[src/rtl/branch_unit.sv]
// rtl/branch_unit.sv - branch decision and return-address stack for the 6-bit PC
module branch_unit #(
  parameter int AW    = 6,
  parameter int DEPTH = 4
) (
  input  logic          clk,
  input  logic          rst,
  input  logic          br_valid,
  input  logic [2:0]    br_op,
  input  logic [AW-1:0] br_tgt,
  input  logic          zero,
  input  logic          carry,
  input  logic [AW-1:0] pcin,
  output logic          jmp,
  output logic [AW-1:0] jmpAdrs,
  output logic [3:0]    depth,
  output logic          ovf,
  output logic          unf
);

  localparam int IW = (DEPTH > 1) ? $clog2(DEPTH) : 1;

  localparam logic [2:0] OP_JMP  = 3'b001;
  localparam logic [2:0] OP_JZ   = 3'b010;
  localparam logic [2:0] OP_JNZ  = 3'b011;
  localparam logic [2:0] OP_JC   = 3'b100;
  localparam logic [2:0] OP_CALL = 3'b101;
  localparam logic [2:0] OP_RET  = 3'b110;

  logic [AW-1:0] stack [DEPTH];

  logic          active;
  logic          stackFull;
  logic          stackEmpty;
  logic          callTaken;
  logic          callFull;
  logic          retTaken;
  logic          retEmpty;
  logic [IW-1:0] pushIdx;
  logic [IW-1:0] topIdx;

  assign active     = br_valid && !rst;
  assign stackFull  = (depth == 4'(DEPTH));
  assign stackEmpty = (depth == 4'd0);
  assign pushIdx    = IW'(depth);
  assign topIdx     = IW'(depth - 4'd1);

  assign callTaken  = active && (br_op == OP_CALL) && !stackFull;
  assign callFull   = active && (br_op == OP_CALL) && stackFull;
  assign retTaken   = active && (br_op == OP_RET) && !stackEmpty;
  assign retEmpty   = active && (br_op == OP_RET) && stackEmpty;

  // Not-taken ops and reset both leave the address bus at zero.
  always_comb begin
    jmp     = 1'b0;
    jmpAdrs = '0;
    if (active) begin
      case (br_op)
        OP_JMP:  jmp = 1'b1;
        OP_JZ:   jmp = zero;
        OP_JNZ:  jmp = !zero;
        OP_JC:   jmp = carry;
        OP_CALL: jmp = callTaken;
        OP_RET:  jmp = retTaken;
        default: jmp = 1'b0;
      endcase
      if (jmp) begin
        jmpAdrs = (br_op == OP_RET) ? stack[topIdx] : br_tgt;
      end
    end
  end

  always_ff @(posedge clk) begin
    if (rst) begin
      depth <= 4'd0;
      ovf   <= 1'b0;
      unf   <= 1'b0;
      for (int i = 0; i < DEPTH; i++) begin
        stack[i] <= '0;
      end
    end else begin
      if (callTaken) begin
        stack[pushIdx] <= pcin + AW'(1);
        depth          <= depth + 4'd1;
      end
      // The popped slot keeps its value; only depth moves.
      if (retTaken) begin
        depth <= depth - 4'd1;
      end
      if (callFull) begin
        ovf <= 1'b1;
      end
      if (retEmpty) begin
        unf <= 1'b1;
      end
    end
  end

endmodule

[config.mk]
export PLATFORM = sky130hd
export DESIGN_NAME = branch_unit
export DESIGN_NICKNAME = d
export VERILOG_FILES = /design/src/rtl/branch_unit.sv
export SDC_FILE = /design/constraint.sdc
export NUM_CORES = 1
export LEC_CHECK = 0
export ABC_AREA = 1
export BUFFER_PORTS_ARGS = -buffer_cell sky130_fd_sc_hd__buf_2
export CORE_ASPECT_RATIO = 0.75
export CORE_MARGIN = 2
export CORE_UTILIZATION = 49
export DETAILED_ROUTE_END_ITERATION = 8
export GPL_TIMING_DRIVEN = 0
export PLACE_DENSITY = 0.77
export SYNTH_ARGS = -nofsm -noshare
export SYNTH_HDL_FRONTEND = slang
export SYNTH_SLANG_ARGS = --single-unit
export TNS_END_PERCENT = 1
[constraint.sdc]
create_clock -name clk -period 2.05 [get_ports clk]
set_input_delay 0 -clock clk [delete_from_list [all_inputs] [get_ports clk]]
set_output_delay 0 -clock clk [all_outputs]
set_load 0.1 [all_outputs]
==> flow_metrics.py, run 1 <==
metrics = {
    "pwr": {
        "p_leak_nw": 0.985,
        "p_sw_share_pct": 23.7,
        "powerDensity_nw_per_um2": 704,
        "p_sw_w": 0.000378,
        "share_seq_of_total_power_pct": 42.4,
        "clock_power_share_pct": 44.5,
        "ir_worst_vdd_v": 0.000544,
        "cellInternalPower_w": 0.00122,
        "power.share.combinational_pct": 13.1,
        "post-layout-total-power_w": 0.00160,
    },
    "synth": {
        "synth.distinct_cells": 27,
        "synth.mux.area_fraction_pct": 0,
        "synth_area_per_cell_sq_um": 8.22,
        "post_synth_and_or_nand_nor_area_fraction_pct": 35.3,
        "synth.cell_area_sq_um": 1690,
        "synth.ff_latch_count": 30,
        "seq_area_frac_synth_pct": 49.7,
        "largest_family_of_logic_cells_by_synthesized_area": "simple AND/OR/NAND/NOR gates",
        "synth_compound_gate_area_share_pct": 3.84,
        "yosys.area_share.adder_pct": 2.22,
        "post_synthesis_net_count": 229,
        "area_share_of_xor_xnor_cells_in_the_synthesized_design_pct": 2.07,
        "postSynthCellCount": 206,
        "ys_warn_count": 0,
    },
    "setup_path": {
        "crit_type": "reg -> out",
        "crit_path_start_kind": "flop",
        "crit_path_top_delay_cell": "sky130_fd_sc_hd__dfxtp_4",
        "worst_ep_arrival_time_ps": 1960,
        "critPathMostFrequentCell": "sky130_fd_sc_hd__nand2_2",
        "crit_path_cell_trace": "inv_6, buf_12, ha_4, nand3_2, nand2_2, nand2_2, inv_2, nand2_4, nand2_8, clkinvlp_4, buf_6",
        "cp-end-kind": "output pin",
        "slowest_delay_ps": 360,
        "worst-endpoint-required_ps": 2050,
        "critPathMaxFanout": 10,
    },
    "sta": {
        "timing.final.setup_violations": 0,
        "achievable-frequency_mhz": 511,
        "max_slew_margin_pct": 58.0,
        "min_period_over_period_pct": 95.4,
        "final.hold.worst_slack_ps": 161,
        "slew_violations": 0,
        "fin_skew_ps": 8.23,
        "layout_min_cycle_time_ps": 1960,
        "final-hold-violation-count": 0,
        "totalNegativeSetupSlack_ps": 0,
        "timing_worst_slew_pin_value_ps": 626,
        "rsz_0062_raised_after_global_routing": "no",
    },
    "cells_and_area": {
        "area_taken_by_multi_input_logic_gates_sq_um": 858,
        "num-nets-final": 270,
        "drive_above_1_share_pct": 33.9,
        "antenna_diode_count": 0,
        "syn2layout_area_growth_pct": 34.1,
        "layout.area.seq_sq_um": 851,
        "filler_cell_count": 258,
    },
    "outcome": {
        "run_status": "completed",
    },
    "routing": {
        "drt_pre_antenna_iters": 4,
        "detailed_route_vias_per_instance": 5.31,
        "routed-via-count": 1529,
        "drc": 0,
        "initial_drc_count": 118,
        "post_drt_wl_per_cell_microns": 14.3,
        "final_antenna_net_count": 0,
        "detail_route.wirelength_microns": 4120,
    },
    "die": {
        "die_w_microns": 71.9,
        "die_height_microns": 54.9,
        "rows": 18,
        "die_area_sq_um": 3950,
        "initial_utilization_pct": 51.5,
        "num_io_pins": 33,
        "core_sq_um": 3290,
    },
    "global_routing": {
        "grt_util_all_layers_pct": 24.4,
        "grt_antenna_before_repair": 0,
        "top_usage_layer": "met2",
        "first_global_vias": 1438,
        "globalRoute.totalOverflow": 0,
        "gr-usage-met2_pct": 39.4,
        "pin_count_of_the_biggest_net_entering_global_routing": 11,
        "first_pass_grt_wire_length_microns": 6820,
        "grtUsageMet3_pct": 5.80,
        "grt_util_met1_pct": 32.0,
    },
    "clocking": {
        "cts_root_buf": "sky130_fd_sc_hd__clkbuf_8",
        "h-tree-depth": 2,
        "clk-insertion-delay-late_ps": 290,
        "clk_pin_slew_ps": 60,
        "clock_tree.buffer_depth": 2,
        "cts_buffers": 5,
        "tritoncts_num_sinks": 30,
        "tritoncts_clock_tree": "built",
    },
    "flow_run": {
        "maxCapViolations": 0,
    },
    "placement": {
        "rd_place_congestion": 0.833,
        "place.port_buffers": 32,
        "hpwl_dp_microns": 2880,
    },
    "min_path": {
        "min_delay_path_class": "in -> reg",
    },
}
-- critical path, delay by kind of cell (launching register included) --
family                   cells  cell delay [ps]
buffers and inverters        5              610
AND/OR/NAND/NOR              5              520
flip-flops                   1              360
adder cells (fa/ha/maj)      1              160
-- timing repair --
item / in CTS / in global routing
hold endpoints to repair: 2 / 0
setup endpoints to repair: 7 / 4
setup buffers: 2 / 0
gates cloned: 0 / 0
hold buffers: 1 / 0
pin swaps: 2 / 1
gates resized for setup: 20 / 1
-- power by group through the flow --
stage	Sequential [W]	Clock (W)	Combinational, W
floorplan	0.000697	0	0.000139
CTS	0.000678	0.000718	0.000208
global route	0.000680	0.000736	0.000226
detailed placement	0.000691	0	0.000195
finish	0.000678	0.000712	0.000209
global placement	0.000690	0	0.000192
-- final cells by class --
| type | instances | area share, % |
|---|---|---|
| clock buffers | 5 | 3.03 |
| flip-flops and latches | 30 | 37.5 |
| well taps | 40 | 2.21 |
| multi-input cells | 149 | 37.8 |
| plain buffers | 4 | 1.76 |
| inverters | 22 | 4.24 |
| repair buffers | 35 | 10.6 |
| clock inverters | 3 | 2.81 |
-- per-stage QoR --
stage	instance area [sq um]	instances	utilization (%)	worst slack [ps]
global placement	2050	278	62.4	68.2
finish	2270	288	69.0	93.4
CTS	2270	288	68.9	85.9
detailed placement	2050	278	62.4	64.6
global route	2270	288	69.0	5.18
floorplan	1840	206	-	10.2
-- layer usage --
layer,share of wire [%],wire length (microns)
met3,7.3,302
met2,45,1860
met5,0,0
met1,45,1860
met4,2.2,91
-- cell usage in the layout (no fill, tap or decap), types with 2 or more instances in the layout --
master,Yosys,routed
sky130_fd_sc_hd__buf_6,1,6
sky130_fd_sc_hd__buf_4,0,2
sky130_fd_sc_hd__nand2_2,3,2
sky130_fd_sc_hd__dfxtp_1,6,2
sky130_fd_sc_hd__nor2_1,32,26
sky130_fd_sc_hd__nand2_1,52,51
sky130_fd_sc_hd__inv_1,17,15
sky130_fd_sc_hd__clkbuf_8,0,5
sky130_fd_sc_hd__nor2_4,1,7
sky130_fd_sc_hd__bufinv_16,0,2
sky130_fd_sc_hd__o21ai_2,0,6
sky130_fd_sc_hd__xor2_1,3,3
sky130_fd_sc_hd__ha_1,3,2
sky130_fd_sc_hd__buf_2,3,26
sky130_fd_sc_hd__nand3_1,29,27
sky130_fd_sc_hd__nor3_1,5,5
sky130_fd_sc_hd__nand3_4,1,2
sky130_fd_sc_hd__nand3_2,1,2
sky130_fd_sc_hd__nand2_4,2,3
sky130_fd_sc_hd__inv_4,2,2
sky130_fd_sc_hd__inv_2,3,3
sky130_fd_sc_hd__nor2_2,2,2
sky130_fd_sc_hd__a21oi_1,3,3
sky130_fd_sc_hd__dfxtp_2,0,2
sky130_fd_sc_hd__buf_12,0,2
sky130_fd_sc_hd__dfxtp_4,0,2
sky130_fd_sc_hd__edfxtp_1,24,24
-- logic make-up (layout without fill, tap and decap cells) --
kind of cell	Yosys count	after routing
and+or+nand+nor	130	130
DFF	30	30
buffers and inverters	27	69
AOI/OAI and AO/OA	12	12
xor gates and xnor gates	4	4
adders and majority gates	3	3
-- synth_stat cells, drive strengths merged --
cell type | n | area [sq um]
inv | 22 | 87.6
nor2 | 35 | 144
xnor2 | 1 | 8.76
dfxtp | 6 | 120
nand2 | 57 | 236
buf | 4 | 26.3
a21oi | 3 | 15.0
nor3 | 6 | 35.0
ha | 3 | 37.5
or2 | 1 | 8.76
o31ai | 1 | 7.51
nand3 | 31 | 173
xor2 | 3 | 26.3
o21ai | 7 | 35.0
clkbuf | 1 | 3.75
edfxtp | 24 | 721
o21bai | 1 | 7.51
-- state kept, by name, indices dropped and copies added, names as in the netlist --
name	count
depth	4
unf	1
stack	24
ovf	1
-- path summary, 6_finish.rpt --
kind,start,endpoint,slack [ps],cells after the start
min,br_valid,unf,160,5
max reg2reg,depth[0],stack[2][3],210,9
max,depth[0],jmp,90,11
min reg2reg,unf,unf,480,2
Power figures use the tool's default switching activity.
==> run 2, diff against run 1 <==
- ABC_AREA: 1 -> default
==> flow_metrics.py, run 2 <==
metrics = {
    "placement": {
        "rd_place_congestion": 0.765,
        "postPlaceCellArea_sq_um": 2080,
        "place_worst_setup_slack_ps": -240,
        "place.port_buffers": 29,
        "hpwl_dp_microns": 2850,
    },
    "die": {
        "die_area_sq_um": 4060,
        "die_height_microns": 55.7,
        "initial_utilization_pct": 52.0,
        "num_io_pins": 33,
        "die_w_microns": 72.9,
        "core_sq_um": 3360,
        "rows": 18,
    },
    "routing": {
        "initial_drc_count": 48,
        "detailed_route_vias_per_instance": 5.76,
        "routed-via-count": 1399,
        "detail_route.wirelength_microns": 4030,
        "drc": 0,
        "final_antenna_net_count": 0,
        "post_drt_wl_per_cell_microns": 16.6,
        "drt_pre_antenna_iters": 4,
    },
    "cells_and_area": {
        "leading_cell_types_in_the_layout_fill_and_taps_excluded": "24 x sky130_fd_sc_hd__buf_2, 24 x sky130_fd_sc_hd__edfxtp_1, 17 x sky130_fd_sc_hd__nand2_1",
        "largest_register_ff_count": 24,
        "largest_registers": "stack x24, depth x4",
        "num-nets-final": 226,
        "largest-register": "stack",
        "syn2layout_area_growth_pct": 32.9,
        "antenna_diode_count": 0,
        "filler_cell_count": 250,
        "final_instance_area_sq_um": 2320,
        "drive_above_1_share_pct": 43.3,
    },
    "sta": {
        "layout_min_cycle_time_ps": 1990,
        "min_period_over_period_pct": 97.1,
        "totalNegativeSetupSlack_ps": 0,
        "final-hold-violation-count": 0,
        "rsz_0062_raised_after_global_routing": "yes",
        "achievable-frequency_mhz": 502,
        "fin_skew_ps": 4.93,
        "layout_setup_ws_ps": 59.8,
        "slew_violations": 0,
        "timing_worst_slew_pin_value_ps": 491,
        "timing.final.setup_violations": 0,
        "max_slew_margin_pct": 67.5,
    },
    "synth": {
        "async_flop_share_pct": 0,
        "seq_area_frac_synth_pct": 48.2,
        "netlist_top_cells_area": "sky130_fd_sc_hd__edfxtp_1 41%, sky130_fd_sc_hd__mux4_2 7.7%, sky130_fd_sc_hd__dfxtp_1 6.9%, sky130_fd_sc_hd__nand2_1 3.9%, sky130_fd_sc_hd__nor3_1 3.4%",
        "netlist.top_cell.by_area": "sky130_fd_sc_hd__edfxtp_1",
        "ys_warn_count": 0,
        "synth.ff_latch_count": 30,
        "main_flop_type_after_synthesis": "sky130_fd_sc_hd__edfxtp_1",
        "post_synthesis_net_count": 180,
        "postSynthCellCount": 157,
        "synth_top_cell_area_share_pct": 41.3,
        "synth_most_common_cell": "sky130_fd_sc_hd__edfxtp_1",
        "synth-edff-count": 24,
        "most_instantiated_cells_after_synthesis": "24 x sky130_fd_sc_hd__edfxtp_1, 18 x sky130_fd_sc_hd__nand2_1, 16 x sky130_fd_sc_hd__nor2_1, 12 x sky130_fd_sc_hd__nor3_1",
        "synth.distinct_cells": 39,
        "synth_area_per_cell_sq_um": 11.1,
        "synth.cell_area_sq_um": 1750,
    },
    "setup_path": {
        "crit_path_start_kind": "flop",
        "crit_type": "reg -> out",
        "worst-endpoint-required_ps": 2050,
        "worst_ep_arrival_time_ps": 1990,
        "critical_path.reg2reg.endpoint": "stack[2][0]",
        "reg2reg_setup_slack_ps": 70,
        "cp-end-kind": "output pin",
        "r2r_worst_path_depth": 6,
        "critical_path.reg2reg.startpoint": "depth[0]",
        "critPathMaxFanout": 6,
    },
    "global_routing": {
        "first_pass_grt_wire_length_microns": 6560,
        "pin_count_of_the_biggest_net_entering_global_routing": 11,
        "first_global_vias": 1371,
        "grt_antenna_before_repair": 0,
        "globalRoute.totalOverflow": 0,
        "grt_util_all_layers_pct": 21.4,
    },
    "clocking": {
        "cts_root_buf": "sky130_fd_sc_hd__clkbuf_8",
        "h-tree-depth": 2,
        "clk-insertion-delay-late_ps": 280,
        "tritoncts_clock_tree": "built",
        "tritoncts_num_sinks": 30,
        "cts_buffers": 5,
        "clk_pin_slew_ps": 60,
        "clock_tree.buffer_depth": 2,
    },
    "outcome": {
        "run_status": "completed",
    },
    "min_path": {
        "end_point_of_the_worst_hold_path": "unf",
        "hold_start": "br_valid",
        "min_delay_path_class": "in -> reg",
        "worst_hold_path.num_cells": 3,
    },
    "pwr": {
        "powerDensity_nw_per_um2": 581,
        "ir_worst_vdd_v": 0.000394,
        "p_leak_nw": 0.902,
        "post-layout-total-power_w": 0.00135,
    },
    "flow_run": {
        "maxCapViolations": 0,
    },
}
-- run 2: cell families after synthesis --
kind of cell / synth area share (%)
fa+ha+maj: 2.15
mux: 8.89
flops: 48.2
compound gates: 10.3
simple gates: 20.8
buf+inv: 6.16
xor+xnor: 3.51
-- run 2: metal layers --
layer	track usage, %	up-vias	part of all wire [%]
met5	0	-	0
met4	7.14	0	1.3
met3	5.07	8	8.1
met2	33.8	65	48
met1	28.9	652	43
li1	-	674	-
-- run 2: layout make-up --
| cell class | count | area, sq um | share of cell area (%) |
|---|---|---|---|
| well taps | 40 | 50.0 | 2.16 |
| inverters | 9 | 48.8 | 2.10 |
| plain buffers | 7 | 73.8 | 3.18 |
| multi-input cells | 109 | 930 | 40.1 |
| flip-flops and latches | 30 | 850 | 36.6 |
| repair buffers | 41 | 292 | 12.6 |
| clock buffers | 7 | 76.3 | 3.29 |
-- run 2: worst max path at each step --
stage	to	start	slack, ps
6_report	jmpAdrs[3]	depth[0]	60
5_1_grt	jmpAdrs[3]	depth[0]	-20
4_1_cts	stack[3][4]	depth[0]	6
3_5_place_dp	stack[3][0]	depth[0]	-240
3_3_place_gp	stack[3][0]	depth[0]	-210
2_1_floorplan	jmp	depth[0]	-410
-- run 2: timing repair --
| action | 4_1_cts | 5_1_grt |
|---|---|---|
| pin swaps | 5 | 2 |
| endpoints found under the hold margin | 4 | 0 |
| setup buffers | 11 | 0 |
| setup endpoints to repair | 31 | 28 |
| hold buffers | 1 | 0 |
| gates cloned | 0 | 0 |
| resized for setup | 13 | 7 |
-- run 2: critical path, stage by stage (launching register included) --
cell                      delay (ps)
sky130_fd_sc_hd__dfxtp_4         350
sky130_fd_sc_hd__buf_12          130
sky130_fd_sc_hd__inv_8            40
sky130_fd_sc_hd__ha_4            130
sky130_fd_sc_hd__nor2b_4         210
sky130_fd_sc_hd__a21oi_2          90
sky130_fd_sc_hd__o31ai_4         300
sky130_fd_sc_hd__buf_12          190
sky130_fd_sc_hd__a21oi_4          30
sky130_fd_sc_hd__buf_4           230
-- run 2: stage by stage --
stage	std cells	hold WS, ps	util [%]
finish	243	105	69.1
global route	243	130	69.1
CTS	243	90.2	68.3
detailed placement	226	198	62.1
global placement	226	191	62.1
floorplan	157	172	-
-- run 2: report_power, final --
group,switching (W),internal [W]
clock network,0.000197,0.000233
registers,0.00000576,0.000673
logic,0.000151,0.0000877
total,0.000354,0.000993
==> run 3, diff against run 2 <==
- CORE_UTILIZATION: 49 -> 51
- CTS_BUF_LIST: default -> sky130_fd_sc_hd__clkbuf_4
- GPL_TIMING_DRIVEN: 0 -> 1
- PLACE_DENSITY: 0.77 -> 0.81
==> flow_metrics.py, run 3 (same netlist as run 2, synthesis figures left out) <==
metrics = {
    "outcome": {
        "run_status": "completed",
    },
    "placement": {
        "rd_place_congestion": 0.834,
        "hpwl_dp_microns": 3160,
        "place.port_buffers": 32,
        "place_worst_setup_slack_ps": 50.8,
        "place.detailed.instances": 225,
    },
    "cells_and_area": {
        "filler_cell_count": 257,
        "num-nets-final": 218,
        "stdcell_count": 236,
        "antenna_diode_count": 0,
        "layout.cells.most_common": "sky130_fd_sc_hd__buf_2",
        "largest_registers": "stack x24, depth x4",
        "drive_above_1_share_pct": 40.3,
        "syn2layout_area_growth_pct": 29.4,
        "leading_cell_types_in_the_layout_fill_and_taps_excluded": "26 x sky130_fd_sc_hd__buf_2, 24 x sky130_fd_sc_hd__edfxtp_1, 18 x sky130_fd_sc_hd__nand2_1",
        "largest-register": "stack",
        "largest_register_ff_count": 24,
    },
    "sta": {
        "layout_setup_ws_ps": 88.9,
        "fin_skew_ps": 3.35,
        "slew_violations": 0,
        "totalNegativeSetupSlack_ps": 0,
        "rsz_0062_raised_after_global_routing": "no",
        "layout_min_cycle_time_ps": 1960,
        "final-hold-violation-count": 0,
        "min_period_over_period_pct": 95.7,
        "achievable-frequency_mhz": 510,
        "timing.final.setup_violations": 0,
        "max_slew_margin_pct": 67.6,
        "timing_worst_slew_pin_value_ps": 490,
    },
    "die": {
        "rows": 18,
        "die_height_microns": 54.7,
        "core_sq_um": 3290,
        "initial_utilization_pct": 53.1,
        "die_w_microns": 71.6,
        "num_io_pins": 33,
        "die_area_sq_um": 3910,
    },
    "global_routing": {
        "first_global_vias": 1296,
        "first_pass_grt_wire_length_microns": 6490,
        "grt_antenna_before_repair": 0,
        "globalRoute.totalOverflow": 0,
        "grt_util_all_layers_pct": 23.1,
        "pin_count_of_the_biggest_net_entering_global_routing": 16,
    },
    "setup_path": {
        "cp-end-kind": "output pin",
        "r2r_worst_path_depth": 5,
        "reg2reg_setup_slack_ps": 130,
        "crit_path_start_kind": "flop",
        "worst_ep_arrival_time_ps": 1960,
        "crit_type": "reg -> out",
        "critPathMaxFanout": 6,
        "worst-endpoint-required_ps": 2050,
    },
    "routing": {
        "drt_pre_antenna_iters": 4,
        "drc": 0,
        "initial_drc_count": 108,
        "detailed_route_vias_per_instance": 5.98,
        "post_drt_wl_per_cell_microns": 17.4,
        "routed-via-count": 1411,
        "final_antenna_net_count": 0,
        "detail_route.wirelength_microns": 4100,
    },
    "clocking": {
        "tritoncts_clock_tree": "built",
        "clk_pin_slew_ps": 90,
        "h-tree-depth": 2,
        "clk-insertion-delay-late_ps": 340,
        "tritoncts_num_sinks": 30,
        "cts_buffers": 5,
        "clock_tree.buffer_depth": 2,
        "cts_root_buf": "sky130_fd_sc_hd__clkbuf_4",
    },
    "min_path": {
        "min_delay_path_class": "in -> reg",
        "worst_hold_path.num_cells": 2,
    },
    "pwr": {
        "ir_worst_vdd_v": 0.000534,
        "p_leak_nw": 0.871,
        "powerDensity_nw_per_um2": 660,
        "post-layout-total-power_w": 0.00149,
    },
    "flow_run": {
        "maxCapViolations": 0,
    },
}
[run 3: changes by cell type in the layout (fill, tap and decap cells not counted), moves of 2 or more]
cell	change
sky130_fd_sc_hd__bufinv_16	+2
sky130_fd_sc_hd__buf_4	-5
sky130_fd_sc_hd__buf_6	-9
sky130_fd_sc_hd__buf_8	+3
sky130_fd_sc_hd__clkbuf_1	-2
sky130_fd_sc_hd__clkbuf_8	-5
sky130_fd_sc_hd__buf_2	+2
sky130_fd_sc_hd__clkbuf_4	+5
[run 3: stage by stage]
| step | util (%) | hold WS, ps | cell area [sq um] |
|---|---|---|---|
| after CTS | 67.1 | 34.8 | 2210 |
| final | 68.7 | 35.5 | 2260 |
| after floorplan | - | 172 | 1890 |
| after global placement | 62.4 | 276 | 2050 |
| after detailed placement | 62.4 | 283 | 2050 |
| after global routing | 68.7 | 69.2 | 2260 |
[run 3: layer usage]
layer	GRT usage [%]	wire length, microns
met1	30.2	1600
met2	36.1	1970
met3	7.73	465
met4	8.81	58
met5	0	0
[run 3: path summary, 6_finish.rpt]
| kind | startpoint | endpoint |
|---|---|---|
| max | depth[0] | jmpAdrs[2] |
| min | pcin[0] | stack[3][0] |
| max reg2reg | depth[0] | stack[3][2] |
| min reg2reg | depth[2] | depth[2] |
[run 3: what timing repair did]
action	in CTS	in global routing
hold buffers	1	0
hold endpoints to repair	4	0
setup endpoints to repair	6	15
setup buffers	0	2
pin swaps	1	2
resized for setup	13	10
[run 3: layout make-up]
cell class / instances / area [sq um] / area share (%)
Clock inverter: 3 / 63.8 / 2.83
Timing Repair Buffer: 40 / 302 / 13.4
Multi-Input combinational cell: 109 / 913 / 40.4
Sequential cell: 30 / 850 / 37.6
Inverter: 9 / 42.5 / 1.88
Tap cell: 40 / 50.0 / 2.22
Clock buffer: 5 / 37.5 / 1.66
[run 3: power by group]
part	internal [W]	total, W	switching, W
combinational	0.0000784	0.000224	0.000146
clock	0.000376	0.000586	0.000210
sequential	0.000672	0.000680	0.00000838
total	0.00113	0.00149	0.000365
[run 3: critical path: stages (launching register included)]
cell	delay, ps
sky130_fd_sc_hd__dfxtp_4	370
sky130_fd_sc_hd__inv_6	70
sky130_fd_sc_hd__ha_4	140
sky130_fd_sc_hd__nor2b_4	200
sky130_fd_sc_hd__a21oi_2	90
sky130_fd_sc_hd__o31ai_4	320
sky130_fd_sc_hd__buf_6	220
sky130_fd_sc_hd__a21oi_4	50
sky130_fd_sc_hd__buf_8	170
